$ cat config.mk
export PLATFORM = sky130hd
export DESIGN_NAME = mem_access_ctrl
export DESIGN_NICKNAME = d
export VERILOG_FILES = /design/src/rtl/mem_access_ctrl.sv
export SDC_FILE = /design/constraint.sdc
export NUM_CORES = 1
export LEC_CHECK = 0
export ABC_AREA = 1
export CORE_ASPECT_RATIO = 1.4
export CORE_MARGIN = 8
export CORE_UTILIZATION = 25
export DETAILED_ROUTE_END_ITERATION = 8
export GPL_ROUTABILITY_DRIVEN = 1
export GPL_TIMING_DRIVEN = 1
export MAX_ROUTING_LAYER = met4
export PLACE_DENSITY = 0.62
export SLEW_MARGIN = 15
export SYNTH_ARGS = -nofsm -noshare
export SYNTH_HDL_FRONTEND = slang
export SYNTH_SLANG_ARGS = --single-unit
$ cat constraint.sdc
create_clock -name Clk -period 3.95 [get_ports Clk]
set_input_delay 0.5925 -clock Clk [delete_from_list [all_inputs] [get_ports Clk]]
set_output_delay 0.5925 -clock Clk [all_outputs]
set_load 0.02 [all_outputs]
$ cat src/rtl/mem_access_ctrl.sv
// mem_access_ctrl
// Burst read/write controller for a 16x4 memory with combinational read data.
// A request captured in IDLE starts a burst of Req_Len+1 words from Req_Addr,
// wrapping modulo 16. Reads stream out through a registered Rd_Q/Rd_Vld pair;
// writes accept one beat per cycle through a Wd_Vld/Wd_Rdy handshake.
//
// Optional feature: define MEM_ACCESS_CTRL_VERIFY_EN to follow every write
// beat with a VERIFY cycle that reads the word back and raises the sticky Err
// flag on a mismatch. Without the macro there is no VERIFY state, Err is tied
// low and write beats stream back-to-back.
module mem_access_ctrl (
    input  logic       Clk,
    input  logic       Rst_n,
    input  logic       Req,
    input  logic       Rw,
    input  logic [3:0] Req_Addr,
    input  logic [3:0] Req_Len,
    input  logic       Wd_Vld,
    input  logic [3:0] Wd_D,
    output logic       Wd_Rdy,
    output logic       Rd_Vld,
    output logic [3:0] Rd_Q,
    output logic       Busy,
    output logic       Done,
    output logic       Err,
    output logic       Mem_Wr,
    output logic [3:0] Mem_Wr_D,
    output logic [3:0] Mem_Addr,
    input  logic [3:0] Mem_Rd_D
);

    typedef enum logic [2:0] {
        ST_IDLE,
        ST_WRITE,
        ST_READ,
`ifdef MEM_ACCESS_CTRL_VERIFY_EN
        ST_VERIFY,
`endif
        ST_DONE
    } state_t;

    state_t     r_state;
    logic [3:0] r_addr;
    logic [3:0] r_cnt;
    logic [3:0] r_rd_q;
    logic       r_rd_vld;
    logic       r_done;

`ifdef MEM_ACCESS_CTRL_VERIFY_EN
    logic [3:0] r_wdata;
    logic       r_err;
`endif

    logic       w_beat;
    logic       w_last;
    logic [3:0] w_addr_inc;
    logic [3:0] w_cnt_dec;

    // Word-completion helpers: last-word detect and the post-word address/count.
    assign w_last     = (r_cnt == 4'd0);
    assign w_addr_inc = r_addr + 4'd1;
    assign w_cnt_dec  = r_cnt - 4'd1;

    // A write beat is a handshake in WRITE; reset masks it so the memory is never written while Rst_n is low.
    assign w_beat = (r_state == ST_WRITE) && Wd_Vld && Rst_n;

    // Main FSM with registered read data, read-valid, done pulse and error flag.
    always_ff @(posedge Clk) begin
        if (!Rst_n) begin
            r_state  <= ST_IDLE;
            r_addr   <= 4'd0;
            r_cnt    <= 4'd0;
            r_rd_q   <= 4'd0;
            r_rd_vld <= 1'b0;
            r_done   <= 1'b0;
`ifdef MEM_ACCESS_CTRL_VERIFY_EN
            r_wdata  <= 4'd0;
            r_err    <= 1'b0;
`endif
        end else begin
            r_rd_vld <= 1'b0;
            r_done   <= 1'b0;
            case (r_state)
                ST_IDLE: begin
                    if (Req) begin
                        r_addr  <= Req_Addr;
                        r_cnt   <= Req_Len;
`ifdef MEM_ACCESS_CTRL_VERIFY_EN
                        r_err   <= 1'b0;
`endif
                        r_state <= Rw ? ST_WRITE : ST_READ;
                    end
                end

                ST_READ: begin
                    r_rd_q   <= Mem_Rd_D;
                    r_rd_vld <= 1'b1;
                    r_addr   <= w_addr_inc;
                    r_cnt    <= w_cnt_dec;
                    if (w_last) begin
                        r_state <= ST_DONE;
                        r_done  <= 1'b1;
                    end
                end

                ST_WRITE: begin
                    if (Wd_Vld) begin
`ifdef MEM_ACCESS_CTRL_VERIFY_EN
                        r_wdata <= Wd_D;
                        r_state <= ST_VERIFY;
`else
                        r_addr  <= w_addr_inc;
                        r_cnt   <= w_cnt_dec;
                        if (w_last) begin
                            r_state <= ST_DONE;
                            r_done  <= 1'b1;
                        end
`endif
                    end
                end

`ifdef MEM_ACCESS_CTRL_VERIFY_EN
                ST_VERIFY: begin
                    if (Mem_Rd_D != r_wdata) begin
                        r_err <= 1'b1;
                    end
                    r_addr <= w_addr_inc;
                    r_cnt  <= w_cnt_dec;
                    if (w_last) begin
                        r_state <= ST_DONE;
                        r_done  <= 1'b1;
                    end else begin
                        r_state <= ST_WRITE;
                    end
                end
`endif

                ST_DONE: begin
                    r_state <= ST_IDLE;
                end

                default: begin
                    r_state <= ST_IDLE;
                end
            endcase
        end
    end

    // Memory address follows the burst pointer only while a burst is touching memory.
    always_comb begin
        Mem_Addr = 4'd0;
        case (r_state)
            ST_WRITE:  Mem_Addr = r_addr;
            ST_READ:   Mem_Addr = r_addr;
`ifdef MEM_ACCESS_CTRL_VERIFY_EN
            ST_VERIFY: Mem_Addr = r_addr;
`endif
            default:   Mem_Addr = 4'd0;
        endcase
    end

    assign Wd_Rdy   = (r_state == ST_WRITE);
    assign Mem_Wr   = w_beat;
    assign Mem_Wr_D = w_beat ? Wd_D : 4'd0;
    assign Busy     = (r_state != ST_IDLE);
    assign Done     = r_done;
    assign Rd_Vld   = r_rd_vld;
    assign Rd_Q     = r_rd_q;

`ifdef MEM_ACCESS_CTRL_VERIFY_EN
    assign Err = r_err;
`else
    assign Err = 1'b0;
`endif

endmodule
## Word level (Yosys, flattened, before mapping)

Cells that the tools add are included.
W data, S select, Z words.

- $add $sub $neg: 2
- Multipliers: 0
- Divide/modulo/power cells: 0
- Magnitude comparators: 0
- Eq/ne operators: 4
- Shifts and indexed selects: 0
- Multiplexer cells: 17
- Bitwise operators: 0
- Reduce and logical (&&, ||, !) cells: 9

Operators by type and width:

| operator | count |
|---|---|
| $mux W4 | 6 |
| $pmux W4 S3 | 2 |
| $mux W3 | 3 |
| $pmux W3 S3 | 1 |
| $reduce_bool A3 Y1 | 2 |
| $add A4 B1 Y4 const B | 1 |
| $logic_not A4 Y1 | 1 |
| $ne A2 B2 Y1 const B | 2 |
| $sub A4 B1 Y4 const B | 1 |
| $eq A3 B1 Y1 const B | 1 |
| $eq A3 B2 Y1 const B | 1 |
| $logic_not A3 Y1 | 1 |
| $mux W1 | 3 |
| $reduce_and A3 Y1 | 1 |
| $logic_and A1 B1 Y1 | 2 |
| $mux W2 | 1 |
| $pmux W1 S2 | 1 |
| $reduce_and A2 Y1 | 1 |
| $reduce_or A2 Y1 | 1 |

- Register bits after elaboration: 17
- Latch bits: 0
- Memory bits (writable): 0
- Bits in read-only memories: 0
- Input bits: 21
- Output and inout bits: 18
- Logic and storage cells: 38
- Memories: 0

## Depth between registers and ports, before layout

- Depth after elaboration: 4
- Mapped depth: 9
- Depth with buffers taken out: 9

## Least setup slack after synthesis

Ideal clock, no wire load.

- Path kind: register to output
- Start: reg r_state[1]
- End: out Mem_Wr_D[0]
- Arrival time: 1213 ps
- Required time: 3357 ps
- Slack: 2145 ps
- Stages on the path, launching flop included: 5
- Buffers on the path: 0
- Cells stage by stage: dfxtp_1 -> inv_1 -> ha_1 -> nand3_1 -> nor2_1

- Longest elaborated chain between the ends: 4

RTL lines:

| item | line | text |
|---|---|---|
| start, declared | 42 | `state_t r_state;` |
| start signal, assigned | 91 | `r_state <= Rw ? ST_WRITE : ST_READ;` |
| $eq A3 B1 Y1 | - |  |
| named net Wd_Rdy | 20 | `output logic Wd_Rdy,` |
| $logic_and A1 B1 Y1 (2 in series) | 65 | `assign w_beat = (r_state == ST_WRITE) && Wd_Vld && Rst_n;` |
| $mux W4 | 164 | `assign Mem_Wr_D = w_beat ? Wd_D : 4'd0;` |
| end, declared | 27 | `output logic [3:0] Mem_Wr_D,` |

The timed path passes the listed nets, and every way through them passes these cells.

## Final worst setup path

- Start: in Rst_n
- End: out Mem_Wr_D[0]

- Longest elaborated chain between the ends: 2

RTL lines:

| item | line | text |
|---|---|---|
| start, declared | 13 | `input logic Rst_n,` |
| $logic_and A1 B1 Y1 | 65 |  |
| $mux W4 | 164 |  |

No other way between the ends.

==> impl_metrics.yaml <==
run_status:
  run_status: "finished clean"
clock_network:
  clk_latency_ns: 0.24
  cts.hold.buffers_added: 0
  cts.repair.resized: 0
  htree_levels: 1
  cts.clk_slew.worst_paths_ns: 0.06
  numCtsBuffers: 3
  post-cts-setup-buffers: 0
  clk_path_buf_depth: 2
  tritoncts_num_sinks: 16
  clock-root-buffer: "sky130_fd_sc_hd__clkbuf_8"
  tritoncts: "built"
setup_path:
  crit_required_ns: 3.36
  worstPathCellList: "clkdlybuf4s50_1 -> nand3_1 -> nor2_1 -> clkdlybuf4s50_1"
  setup.worst_path.class: "input pin to primary output"
  timing.critical_path.max_delay_family: "buffers and inverters"
  start_kind: "input pin"
  path_buf_inv: 2
  critical-path-top-cell-by-count: "sky130_fd_sc_hd__clkdlybuf4s50_1"
  critical_path_arrival_ns: 2.39
  path_max_fanout: 12
  slowest_delay_ns: 0.73
  slowest_stage: "sky130_fd_sc_hd__clkdlybuf4s50_1"
  setup.worst_path.end_class: "primary output"
detailed_routing:
  drt_first_iter_violations: 28
  dr_total_vias: 951
  via_per_inst: 4.34
  route.antenna.remaining_nets: 0
  routedWlPerCell_um: 11.1
  drcViolationCount: 0
  postRouteWirelength_um: 2430
  first_pass_drt_iterations: 4
die:
  initial_utilization: 0.260
  top_level_ports: 39
  die_y_um: 89.2
  rows: 26
  floorplan.core_area_mm2: 0.00368
  dieArea_mm2: 0.00609
  horiz_die_dim_um: 68.3
synthesis:
  synth.yosys.warnings: 0
  syn-mean-instance-area_um2: 6.74
  synth.largest_area_cell: "sky130_fd_sc_hd__dfxtp_1"
  async_flop_share: 0
  synth-edff-count: 0
  syn_inst: 142
  synth_top_cells_by_count: "33 x sky130_fd_sc_hd__nand2_1, 23 x sky130_fd_sc_hd__inv_1, 18 x sky130_fd_sc_hd__nor2_1, 16 x sky130_fd_sc_hd__dfxtp_1, 12 x sky130_fd_sc_hd__o21ai_0"
  leading_cell_type_by_number_of_instances_after_synthesis: "sky130_fd_sc_hd__nand2_1"
  ys_seq_area_frac: 0.335
  mappedNetlistNets: 169
  ys.flop_type: "sky130_fd_sc_hd__dfxtp_1"
  synth_area_leaders: "sky130_fd_sc_hd__dfxtp_1 33%, sky130_fd_sc_hd__nand2_1 13%, sky130_fd_sc_hd__inv_1 9.0%"
  synth.cell_area_um2: 957
  post_synth_num_cell_types: 20
  post-synth-top-area-fraction: 0.335
  ys_ff_latch: 16
grt:
  grt_first_pass_wirelength_um: 4000
  grt_max_degree: 13
  grt_usage: 0.0872
  vias_in_the_first_global_route: 968
  grt_antenna_before_repair: 0
  gr-total-overflow: 0
sta:
  period_minus_slack_ns: 2.99
  final_max_slew_viol_count: 0
  final_total_negative_setup_slack_ns: 0
  finClkSkew_ns: 0.00172
  count_of_endpoints_failing_setup_in_the_final_report: 0
  timing.final.crit_share: 0.756
  grt_setup_unrepaired: "false"
  hold_slack_ns: 0.462
  finalHoldViolations: 0
  achievable-frequency_mhz: 335
final_layout:
  layout-area-overhead-vs-synth_pct: 43.7
  post_route_cells_drive_above_1_share: 0.0734
  nNetsFinal: 206
  diodes: 0
  final.fill_count: 401
pwr:
  highest_ir_drop_seen_on_vdd_mv: 0.325
  cellPowerDensity_mw_per_mm2: 771
  static-leakage-power_nw: 0.653
placement:
  post-dp-hpwl_um: 1920
  port_buffers: 37
  gp_congestion: 0.706
hold_path:
  holdCritPathClass: "flip-flop to flip-flop"
run:
  max-cap-violations: 0
-- state kept, by name (all words and copies together) (netlist names) --
name / cells
r_addr: 4
Rd_Q: 4
Rd_Vld: 1
Done: 1
r_state: 2
r_cnt: 4
-- per-stage QoR --
| stage | cells | util | area [µm²] | total power, W | setup WS (ns) |
|---|---|---|---|---|---|
| 2_1_floorplan | 142 | - | 957 | 0.000797 | 2.14 |
| 3_3_place_gp | 216 | 0.363 | 1330 | 0.000948 | 0.967 |
| 3_5_place_dp | 216 | 0.363 | 1330 | 0.000954 | 0.923 |
| 4_1_cts | 219 | 0.374 | 1380 | 0.00108 | 0.923 |
| 5_1_grt | 219 | 0.374 | 1380 | 0.00118 | 0.822 |
| 6_report | 219 | 0.374 | 1380 | 0.00106 | 0.965 |
-- power breakdown --
group          total [W]  internal, W  leakage (nW)  switching, W
Combinational   0.000671     0.000265         0.500      0.000406
Clock           0.000117    0.0000674        0.0216     0.0000497
Sequential      0.000272     0.000229         0.132     0.0000435
-- placed cells by master (no fill, tap or decap) --
cell                              synthesis  final
sky130_fd_sc_hd__nand3b_4                 1      1
sky130_fd_sc_hd__a21oi_1                  9      9
sky130_fd_sc_hd__o21ai_2                  2      2
sky130_fd_sc_hd__inv_2                    3      3
sky130_fd_sc_hd__clkbuf_8                 0      3
sky130_fd_sc_hd__inv_1                   23     23
sky130_fd_sc_hd__o21ai_1                  1      1
sky130_fd_sc_hd__nor2_1                  18     18
sky130_fd_sc_hd__conb_1                   1      1
sky130_fd_sc_hd__a211oi_1                 1      1
sky130_fd_sc_hd__clkdlybuf4s50_1          0     37
sky130_fd_sc_hd__nor3_2                   2      2
sky130_fd_sc_hd__dfxtp_1                 16     16
sky130_fd_sc_hd__ha_1                     6      6
sky130_fd_sc_hd__nand2_1                 33     33
sky130_fd_sc_hd__nand3_1                  7      7
sky130_fd_sc_hd__nor2_2                   1      1
sky130_fd_sc_hd__o21ai_0                 12     12
sky130_fd_sc_hd__nand2_2                  1      1
-- final cells by class --
cell class / instances / area (µm²) / share of cell area
clock buffer: 3 / 41.3 / 0.0300
inverter: 26 / 97.6 / 0.0710
multi-input combinational: 95 / 493 / 0.359
sequential: 16 / 320 / 0.233
tap: 42 / 52.6 / 0.0382
timing repair buffer: 37 / 370 / 0.269
-- worst reg2reg max path, delay by kind of cell (launching register included) --
kind | cells | cell delay, ns
adders and majority gates | 1 | 0.53
DFF | 1 | 0.38
buffers and inverters | 2 | 0.29
AOI/OAI and AO/OA | 3 | 0.26
and+or+nand+nor | 1 | 0.12
-- path summary, 6_finish.rpt --
kind | depth (start not counted) | slack, ns | to | start
setup reg to reg | 7 | 2.26 | r_cnt[1] | r_state[0]
hold / removal | 2 | 0.46 | r_addr[2] | r_addr[2]
hold reg to reg | 2 | 0.46 | r_addr[2] | r_addr[2]
setup / recovery | 4 | 0.96 | Mem_Wr_D[0] | Rst_n
-- cell families (layout without fill, tap and decap cells) --
| family | Yosys count | in the layout | share of synthesized area |
|---|---|---|---|
| other cells | 1 | 1 | 0.00392 |
| flops | 16 | 16 | 0.335 |
| fa+ha+maj | 6 | 6 | 0.0784 |
| buf+inv | 31 | 66 | 0.150 |
| simple gates | 63 | 63 | 0.292 |
| compound gates | 25 | 25 | 0.141 |
-- layer usage --
layer  GRT usage  vias up  wire length [µm]
met5           -        -                 0
met4      0.0336        0                38
met3      0.0301        5               209
met2       0.147       30              1160
met1      0.0901      410              1020
li1            -      506                 -
(Power assumes the default switching activity.)
